===== config.mk =====
export PLATFORM = sky130hd
export DESIGN_NAME = hardroc_chip_emulator_flat
export DESIGN_NICKNAME = d
export VERILOG_FILES = /design/src/rtl/hardroc_emu_pkg.sv /design/src/rtl/hardroc_chip_emulator_if.sv /design/src/rtl/hardroc_frame_mem.sv /design/src/rtl/hardroc_chip_emulator.sv /design/src/flat_wrapper.sv
export SDC_FILE = /design/constraint.sdc
export NUM_CORES = 2
export LEC_CHECK = 0
export BUFFER_PORTS_ARGS = -buffer_cell sky130_fd_sc_hd__clkbuf_2
export CAP_MARGIN = 20
export CORE_MARGIN = 8
export CORE_UTILIZATION = 55
export CTS_CLUSTER_DIAMETER = 60
export CTS_CLUSTER_SIZE = 16
export DETAILED_ROUTE_END_ITERATION = 10
export GPL_ROUTABILITY_DRIVEN = 0
export GPL_TIMING_DRIVEN = 0
export PLACE_DENSITY = 0.7
export SLEW_MARGIN = 10
export SYNTH_ARGS = -nofsm -noshare
export SYNTH_HDL_FRONTEND = slang
export SYNTH_HIERARCHICAL = 1
export SYNTH_SLANG_ARGS = --single-unit

===== constraint.sdc =====
create_clock -name Clk -period 8.1 [get_ports Clk]
set_input_delay 0.405 -clock Clk [delete_from_list [all_inputs] [get_ports Clk]]
set_output_delay 0.405 -clock Clk [all_outputs]
set_load 0.01 [all_outputs]

===== src/rtl/hardroc_emu_pkg.sv =====
// Shared types and frame layout for the HARDROC chip emulator.
package hardroc_emu_pkg;

    typedef enum logic [2:0] {
        IDLE,
        ACQ,
        FULL,
        READOUT,
        END
    } state_t;

    localparam int unsigned FRAME_BITS  = 32;
    localparam int unsigned BCID_W      = 16;
    localparam int unsigned CHIP_ID_LSB = 24;
    localparam int unsigned INDEX_LSB   = 16;
    localparam int unsigned BCID_LSB    = 0;

    typedef logic [FRAME_BITS-1:0] frame_t;
    typedef logic [BCID_W-1:0]     bcid_t;

    function automatic frame_t make_frame(logic [7:0] chip_id, logic [7:0] index, bcid_t bcid);
        frame_t f;
        f = '0;
        f[CHIP_ID_LSB +: 8]     = chip_id;
        f[INDEX_LSB +: 8]       = index;
        f[BCID_LSB +: BCID_W]   = bcid;
        return f;
    endfunction

endpackage


===== src/rtl/hardroc_chip_emulator_if.sv =====
// DAQ <-> chip handshake bundle; master is the DAQ sequencer, slave is the chip.
interface hardroc_chip_emulator_if;

    logic       RESET_B;
    logic       PWR_ON_D;
    logic       START_ACQ;
    logic       StartReadout;
    logic       TrigExt;
    logic       CHIPSATB;
    logic       TransmitOn;
    logic       DOUT;
    logic       EndReadout;
    logic [7:0] FrameCount;

    modport master (
        output RESET_B, PWR_ON_D, START_ACQ, StartReadout, TrigExt,
        input  CHIPSATB, TransmitOn, DOUT, EndReadout, FrameCount
    );

    modport slave (
        input  RESET_B, PWR_ON_D, START_ACQ, StartReadout, TrigExt,
        output CHIPSATB, TransmitOn, DOUT, EndReadout, FrameCount
    );

endinterface


===== src/rtl/hardroc_frame_mem.sv =====
// BCID frame store: one synchronous write port, one asynchronous read port.
module hardroc_frame_mem
    import hardroc_emu_pkg::*;
#(
    parameter int unsigned DEPTH = 127
) (
    input  logic       clk,
    input  logic       we,
    input  logic [7:0] waddr,
    input  bcid_t      wdata,
    input  logic [7:0] raddr,
    output bcid_t      rdata
);

    localparam int unsigned AW = (DEPTH > 1) ? $clog2(DEPTH) : 1;

    bcid_t mem [DEPTH];

    always_ff @(posedge clk) begin
        if (we) begin
            mem[waddr[AW-1:0]] <= wdata;
        end
    end

    assign rdata = mem[raddr[AW-1:0]];

endmodule


===== src/rtl/hardroc_chip_emulator.sv =====
// Chip-side responder: records trigger BCIDs during acquisition and shifts
// the stored frames out serially, newest first, on a readout request.
module hardroc_chip_emulator
    import hardroc_emu_pkg::*;
#(
    parameter int unsigned MEM_DEPTH   = 127,
    parameter int unsigned TRIG_PERIOD = 16,
    parameter logic [7:0]  CHIP_ID     = 8'h01
) (
    input  logic                   Clk,
    input  logic                   reset_n,
    hardroc_chip_emulator_if.slave bus
);

    localparam logic [7:0]  DEPTH_CNT = 8'(MEM_DEPTH);
    localparam logic [31:0] TRIG_LAST = 32'(TRIG_PERIOD - 1);
    localparam bit          TRIG_EN   = (TRIG_PERIOD != 0);

    state_t      state;
    state_t      state_next;
    logic [7:0]  frame_count;
    logic [7:0]  count_inc;
    logic [7:0]  count_after;
    bcid_t       bcid;
    bcid_t       rd_bcid;
    logic [31:0] trig_cnt;
    logic [4:0]  bit_cnt;
    logic [7:0]  frame_idx;
    frame_t      frame_word;
    logic        chip_rst;
    logic        int_hit;
    logic        trig;
    logic        last_bit;

    logic        chipsatb, chipsatb_d;
    logic        transmit_on, transmit_on_d;
    logic        dout, dout_d;
    logic        end_readout, end_readout_d;

    assign chip_rst    = !reset_n || !bus.RESET_B || !bus.PWR_ON_D;
    assign int_hit     = TRIG_EN && (trig_cnt == TRIG_LAST);
    assign trig        = (state == ACQ) && (bus.TrigExt || int_hit);
    assign count_inc   = frame_count + 8'd1;
    assign count_after = trig ? count_inc : frame_count;
    assign last_bit    = (bit_cnt == 5'd31) && (frame_idx == 8'd0);
    assign frame_word  = make_frame(CHIP_ID, frame_idx, rd_bcid);

    hardroc_frame_mem #(
        .DEPTH (MEM_DEPTH)
    ) u_mem (
        .clk   (Clk),
        .we    (trig),
        .waddr (frame_count),
        .wdata (bcid),
        .raddr (frame_idx),
        .rdata (rd_bcid)
    );

    always_ff @(posedge Clk) begin
        if (chip_rst) begin
            state <= IDLE;
        end else begin
            state <= state_next;
        end
    end

    always_comb begin
        state_next = state;
        unique case (state)
            IDLE: begin
                if (bus.START_ACQ) begin
                    state_next = ACQ;
                end else if (bus.StartReadout) begin
                    state_next = (frame_count != 8'd0) ? READOUT : END;
                end
            end
            ACQ: begin
                // A readout request wins over a coincident START_ACQ drop so it is never lost.
                if (trig && (count_inc == DEPTH_CNT)) begin
                    state_next = FULL;
                end else if (bus.StartReadout) begin
                    state_next = (count_after != 8'd0) ? READOUT : END;
                end else if (!bus.START_ACQ) begin
                    state_next = IDLE;
                end
            end
            FULL: begin
                if (bus.StartReadout) begin
                    state_next = READOUT;
                end
            end
            READOUT: begin
                if (last_bit) begin
                    state_next = END;
                end
            end
            END:     state_next = IDLE;
            default: state_next = IDLE;
        endcase
    end

    always_comb begin
        transmit_on_d = (state != READOUT);
        dout_d        = (state == READOUT) ? frame_word[5'd31 - bit_cnt] : 1'b0;
        end_readout_d = (state == END);
        chipsatb_d    = chipsatb;
        if (state == END) begin
            chipsatb_d = 1'b1;
        end else if ((state == ACQ) && (state_next == FULL)) begin
            chipsatb_d = 1'b0;
        end
    end

    always_ff @(posedge Clk) begin
        if (chip_rst) begin
            chipsatb    <= 1'b1;
            transmit_on <= 1'b1;
            dout        <= 1'b0;
            end_readout <= 1'b0;
        end else begin
            chipsatb    <= chipsatb_d;
            transmit_on <= transmit_on_d;
            dout        <= dout_d;
            end_readout <= end_readout_d;
        end
    end

    always_ff @(posedge Clk) begin
        if (chip_rst) begin
            frame_count <= '0;
            bcid        <= '0;
            trig_cnt    <= '0;
            bit_cnt     <= '0;
            frame_idx   <= '0;
        end else begin
            if (state == ACQ) begin
                bcid     <= bcid + bcid_t'(1);
                trig_cnt <= int_hit ? '0 : trig_cnt + 32'd1;
                if (trig) begin
                    frame_count <= count_inc;
                end
            end else begin
                bcid     <= '0;
                trig_cnt <= '0;
            end

            if ((state != READOUT) && (state_next == READOUT)) begin
                frame_idx <= count_after - 8'd1;
                bit_cnt   <= '0;
            end else if (state == READOUT) begin
                bit_cnt <= bit_cnt + 5'd1;
                if ((bit_cnt == 5'd31) && (frame_idx != 8'd0)) begin
                    frame_idx <= frame_idx - 8'd1;
                end
            end

            if (state == END) begin
                frame_count <= '0;
            end
        end
    end

    assign bus.CHIPSATB   = chipsatb;
    assign bus.TransmitOn = transmit_on;
    assign bus.DOUT       = dout;
    assign bus.EndReadout = end_readout;
    assign bus.FrameCount = frame_count;

endmodule


===== src/flat_wrapper.sv =====
// flat-port wrapper written by rule: the top's interface ports become plain ports
module hardroc_chip_emulator_flat import hardroc_emu_pkg::*;
#(
    parameter int unsigned MEM_DEPTH   = 127,
    parameter int unsigned TRIG_PERIOD = 16,
    parameter logic [7:0]  CHIP_ID     = 8'h01
)
  (Clk, reset_n, bus_RESET_B, bus_PWR_ON_D, bus_START_ACQ, bus_StartReadout, bus_TrigExt, bus_CHIPSATB, bus_TransmitOn, bus_DOUT, bus_EndReadout, bus_FrameCount);
  hardroc_chip_emulator_if bus_i ();
  input  logic Clk;
  input  logic reset_n;
  input wire logic [$bits(bus_i.RESET_B)-1:0] bus_RESET_B;
  input wire logic [$bits(bus_i.PWR_ON_D)-1:0] bus_PWR_ON_D;
  input wire logic [$bits(bus_i.START_ACQ)-1:0] bus_START_ACQ;
  input wire logic [$bits(bus_i.StartReadout)-1:0] bus_StartReadout;
  input wire logic [$bits(bus_i.TrigExt)-1:0] bus_TrigExt;
  output wire logic [$bits(bus_i.CHIPSATB)-1:0] bus_CHIPSATB;
  output wire logic [$bits(bus_i.TransmitOn)-1:0] bus_TransmitOn;
  output wire logic [$bits(bus_i.DOUT)-1:0] bus_DOUT;
  output wire logic [$bits(bus_i.EndReadout)-1:0] bus_EndReadout;
  output wire logic [$bits(bus_i.FrameCount)-1:0] bus_FrameCount;
  assign bus_i.RESET_B = bus_RESET_B;
  assign bus_i.PWR_ON_D = bus_PWR_ON_D;
  assign bus_i.START_ACQ = bus_START_ACQ;
  assign bus_i.StartReadout = bus_StartReadout;
  assign bus_i.TrigExt = bus_TrigExt;
  assign bus_CHIPSATB = bus_i.CHIPSATB;
  assign bus_TransmitOn = bus_i.TransmitOn;
  assign bus_DOUT = bus_i.DOUT;
  assign bus_EndReadout = bus_i.EndReadout;
  assign bus_FrameCount = bus_i.FrameCount;
  hardroc_chip_emulator #(.MEM_DEPTH(MEM_DEPTH), .TRIG_PERIOD(TRIG_PERIOD), .CHIP_ID(CHIP_ID)) u_core (.Clk(Clk), .reset_n(reset_n), .bus(bus_i));
endmodule

* Yosys cells after proc, flatten, opt, wreduce, memory -nomap -nowiden
Memories as Yosys holds them, arrays and structs flattened. A register that Yosys moved wholly into a read port is not among the register bits.
Cells that the tools add are included.
** Word-level totals
- Bits in registers :: 76
- Bits in writable memories :: 2032
- Bits of input ports :: 7
- Output and inout bits :: 12
- Memories :: 1
** Memory list
- u_core.u_mem.mem :: depth 127, bits a word 16, read ports 1, clocked after Yosys merged registers in 1, write ports 1, line hardroc_frame_mem.sv:17 : bcid_t mem [DEPTH];
** Cells by class
- Add/subtract/negate cells :: 7
- Order comparisons :: 1
- Eq/ne operators :: 10
- Multiplexer cells :: 20
- Bitwise gates (word level) :: 2
- Reductions and logical operators :: 25
** Operator list (count)
- adder 32 x 1 -> 32 bit (second input constant) :: 1
- equality test 32 x 4 -> 1 bit (second input constant) :: 1
- two-way mux 8 bit :: 4
- two-way mux 3 bit :: 9
- nonzero test 8 bit :: 3
- adder 16 x 1 -> 16 bit (second input constant) :: 1
- subtractor 8 x 1 -> 8 bit (second input constant) :: 2
- two-way mux 7 bit :: 2
- equality test 3 x 2 -> 1 bit (second input constant) :: 4
- one-hot mux 3 bit (4 select lines) :: 1
- adder 8 x 1 -> 8 bit (second input constant) :: 1
- equality test 8 x 7 -> 1 bit (second input constant) :: 1
- logical NOT 8 bit :: 1
- OR reduction 2 bit :: 4
- logical AND 1 bit :: 6
- < comparator 5 x 6 -> 1 bit (second input constant) :: 1
- adder 5 x 1 -> 5 bit (second input constant) :: 1
- binary-select mux 1 bit (select 5 bit) :: 1
- equality test 5 bit (second input constant) :: 1
- subtractor 5 bit (first input constant) :: 1
- nonzero test 2 bit :: 2
- equality test 3 x 1 -> 1 bit (second input constant) :: 1
- equality test 3 bit (second input constant) :: 1
- logical NOT 1 bit :: 3
- other kinds (7) :: 12

* Depth between registers and ports, before layout
- Depth in word-level cells :: 15
- Depth in mapped cells :: 17
- Mapped depth without buffers :: 17

* By module
The synthesis kept the hierarchy.
** Modules (own cells, without submodules)
- hardroc_frame_mem :: times used 1, cells an instance 3420, area each 78221.3 µm², sequential area each 61018.5 µm²
- hardroc_chip_emulator :: times used 1, cells an instance 474, area each 4155.2 µm², sequential area each 1521.5 µm²

* Worst setup path before layout
No wires, ideal clock.
- Kind :: register to register
- Start point :: register u_core.bcid[2]
- End point :: register u_core.bcid[13]
- Arrival time :: 3.458 ns
- Required time :: 8.028 ns
- Slack :: 4.571 ns
- Stages on the path, launching flop included :: 9
- Clock period less this slack :: 3.529 ns
- Path through :: dfxtp_1 > and4_1 > and2_1 > and3_1 > nand2_1 > nor2_1 > nand3_1 > xor2_1 > nor2_1
** On the way
- Longest elaborated chain between the ends :: 1
** RTL lines
- start: declaration :: line hardroc_chip_emulator.sv:24 : bcid_t bcid;
- start signal: assignment :: line hardroc_chip_emulator.sv:137 : bcid <= bcid + bcid_t'(1);
- adder 16 x 1 -> 16 bit :: line hardroc_chip_emulator.sv:137
Every way passes these cells.
A chain may end at the register's enable or synchronous reset.

* Worst setup path after layout
- Start point :: register u_core.frame_idx[3]
- End point :: register u_core.dout, in the netlist u_core/bus.DOUT
** On the way
- Longest elaborated chain between the ends :: 2
** RTL lines
- start: declaration :: line hardroc_chip_emulator.sv:28 : logic [7:0] frame_idx;
- start signal: assignment :: line hardroc_chip_emulator.sv:148 : frame_idx <= count_after - 8'd1;
- start signal: assignment :: line hardroc_chip_emulator.sv:153 : frame_idx <= frame_idx - 8'd1;
- binary-select mux 1 bit (select 5 bit) :: line hardroc_chip_emulator.sv:104 : dout_d = (state == READOUT) ? frame_word[5'd31 - bit_cnt] : 1'b0;
- two-way mux 1 bit (not written as such) :: line hardroc_chip_emulator.sv:104
- end signal: assignment :: line hardroc_chip_emulator.sv:123 : dout <= dout_d;
- end: declaration :: line hardroc_chip_emulator.sv:37 : logic dout, dout_d;
Every way passes these cells. The select of a mux whose other input is x is not followed.

==> out/qor.yml <==
syn_area_um2: 82400
track_usage: 0.257
synth_edf_count: 2032
area_growth_syn_to_layout_pct: 12.1
grt_pass1_wl_um: 299000
period_share: 0.744
busiest_layer: "met2"
syn-instance-count: 3894
cp-end-kind: "register"
clk_path_buf_depth: 3
ant_nets: 0
design_area_um2: 92300
rsz0062_at_grt: "no"
cp_max_fo: 10
leakagePower_uw: 0.0303
hold_depth: 3
synth_seq_cells: 2108
gr-total-overflow: 0
status: "complete, no violations"
setup_viol: 0
ys_seq_area_frac: 0.759
cts_buffers: 156
first_pass_iters: 6
worstSetupPathType: "reg2reg"
grtUsageMet2: 0.396
worstPathRequired_ps: 8760
worst_slew_pin_slew_ps: 1260
slew_headroom: 0.159
clkTransAtPathRegs_ps: 70
syn_nets: 3910
die_h_um: 403
total_power_uw: 19200
clk_latency_ps: 820
hp-class: "in2reg"
dpl.hpwl_um: 145000
final_cell_mix: "edfxtp_1, mux4_2, clkbuf_16, mux2i_1"
drv_slew: 0
arrival_ps: 6680
fin_nets: 4249
die_x_um: 403
vias: 41908
timing.fmax_mhz: 166
ys_types: 69
ios: 19
finClkSkew_ps: 28.5
async_flop_share: 0
stdcell_count: 6232
antenna_found_initial: 8
grt_pass1_vias: 40997
antenna_cells: 0
fin_crit_ps: 6020
cpPeakStageDelay_ps: 850
post_cts_buffers: 0
slowest_stage: "clkbuf_1"
drc_errors: 0
start_util: 0.552
p_per_area_nw_per_um2: 208
grtUsageMet1: 0.355
grt_use_met3: 0.0669
hold_buffers: 4
worst-r2r-cell-count: 12
place_area_um2: 87800
cts_root_buf: "clkbuf_16"
std_cell_rows: 142
cap_violations: 0
synth-warning-count: 6
syn-mean-instance-area_um2: 21.2
post-route-util: 0.619
cts_sinks: 2108
drt_iter0_drc: 5591
finalSetupTns_ps: 0
hold_viol_final: 0
grt_max_degree: 88
die_area_um2: 162000
viasPerCell: 6.72
crit_chain: "buf_2, clkbuf_1, buf_1, buf_8, mux2i_1, a22oi_1, a21oi_1, a211oi_1, mux4_2, mux4_2, a21oi_1, nor2_1"
layout_commonest_cell: "edfxtp_1"
start_kind: "register"
drive_above_1_share: 0.275
cts_repair_resize_count: 0
ys.flop_type: "edfxtp_1"
coreArea_um2: 149000
dp.cells: 6013
port_buffers: 18
htreeDepth: 4
wl_um: 211000
avgRoutedWirePerCell_um: 33.8
cts_tree: "done"
ir_drop_uv: 208
==> routing by layer <==
metal  vias up  routed length, µm
li1      16897                  -
met1     22051              79200
met2      2497              97400
met3       463              23800
met4         0              10300
met5         -                  0
==> worst paths after layout <==
kind                            slack, ps                  to                start
worst max-delay path                 2080     u_core/bus.DOUT  u_core/frame_idx[3]
worst min-delay path                  140     u_core/state[0]        bus_START_ACQ
worst max register to register       2080     u_core/bus.DOUT  u_core/frame_idx[3]
worst min register to register        450  u_core/trig_cnt[0]   u_core/trig_cnt[0]
==> critical path: cells and delay by family (launching register included) <==
kind	cells	cell delay [ps]
buffers and inverters	4	2090
muxes	3	1350
DFF	1	820
and+or+nand+nor	1	90
AOI/OAI and AO/OA	4	1490
==> sequential cells by signal (all words and copies together), names as in the netlist <==
name,flops
u_core/bus.DOUT,1
u_core/bus.CHIPSATB,1
u_core/bcid,16
u_core/u_mem/mem,2032
u_core/bus.FrameCount,8
u_core/bus.EndReadout,1
u_core/bit_cnt,5
u_core/state,3
u_core/trig_cnt,32
u_core/bus.TransmitOn,1
u_core/frame_idx,8
==> kinds of logic (layout without fill, tap and decap cells) <==
| logic type | Yosys count | after routing | share of synthesized area |
|---|---|---|---|
| xor gates and xnor gates | 54 | 54 | 0.00574 |
| DFF | 2108 | 2108 | 0.759 |
| AOI/OAI and AO/OA | 333 | 333 | 0.0283 |
| adders and majority gates | 9 | 9 | 0.00137 |
| muxes | 669 | 669 | 0.162 |
| buffers and inverters | 229 | 623 | 0.0147 |
| and+or+nand+nor | 492 | 492 | 0.0291 |
==> Yosys cell counts (all sizes together), types with 8 or more instances <==
cell type | number | area [µm²]
mux2 | 10 | 113
a211o | 9 | 78.8
o22ai | 34 | 213
a21oi | 55 | 279
and4 | 9 | 81.3
and2 | 11 | 68.8
xor2 | 26 | 228
nand2b | 9 | 56.3
dfxtp | 76 | 1520
edfxtp | 2032 | 61000
nor4 | 8 | 93.8
nand2 | 63 | 236
a211oi | 65 | 513
nand3 | 38 | 190
and3 | 22 | 138
inv | 14 | 52.6
buf | 129 | 837
xnor2 | 28 | 245
nor2b | 45 | 282
nor2 | 212 | 796
a22oi | 65 | 493
o211ai | 14 | 105
nor3 | 34 | 175
mux2i | 131 | 1310
o21ai | 40 | 200
or3 | 11 | 68.8
clkbuf | 86 | 323
mux4 | 528 | 11900
ha | 9 | 113
nand4 | 19 | 119
==> stage by stage <==
stage / hold WS (ps) / setup slack (ps)
2_1_floorplan: 413 / 4570
3_3_place_gp: 432 / 2040
3_5_place_dp: 438 / 2130
4_1_cts: 72.6 / 2130
5_1_grt: 135 / 2210
6_report: 143 / 2080
==> power breakdown <==
| group | total [µW] | leakage [µW] | internal [µW] | switching [µW] |
|---|---|---|---|---|
| clock | 7290 | 0.00218 | 3740 | 3550 |
| combinational | 141 | 0.00613 | 47.4 | 94.1 |
| sequential | 11700 | 0.0220 | 11700 | 2.71 |
==> final cells by class <==
type                    count  area (µm²)
plain buffers             215        1170
clock buffers             187        4140
clock inverters            26         332
fillers                 10051       56900
inverters                  14        52.6
multi-input cells        1557       19000
flip-flops and latches   2108       62600
well taps                1944        2430
repair buffers            181        2640
(Power assumes the default switching activity.)
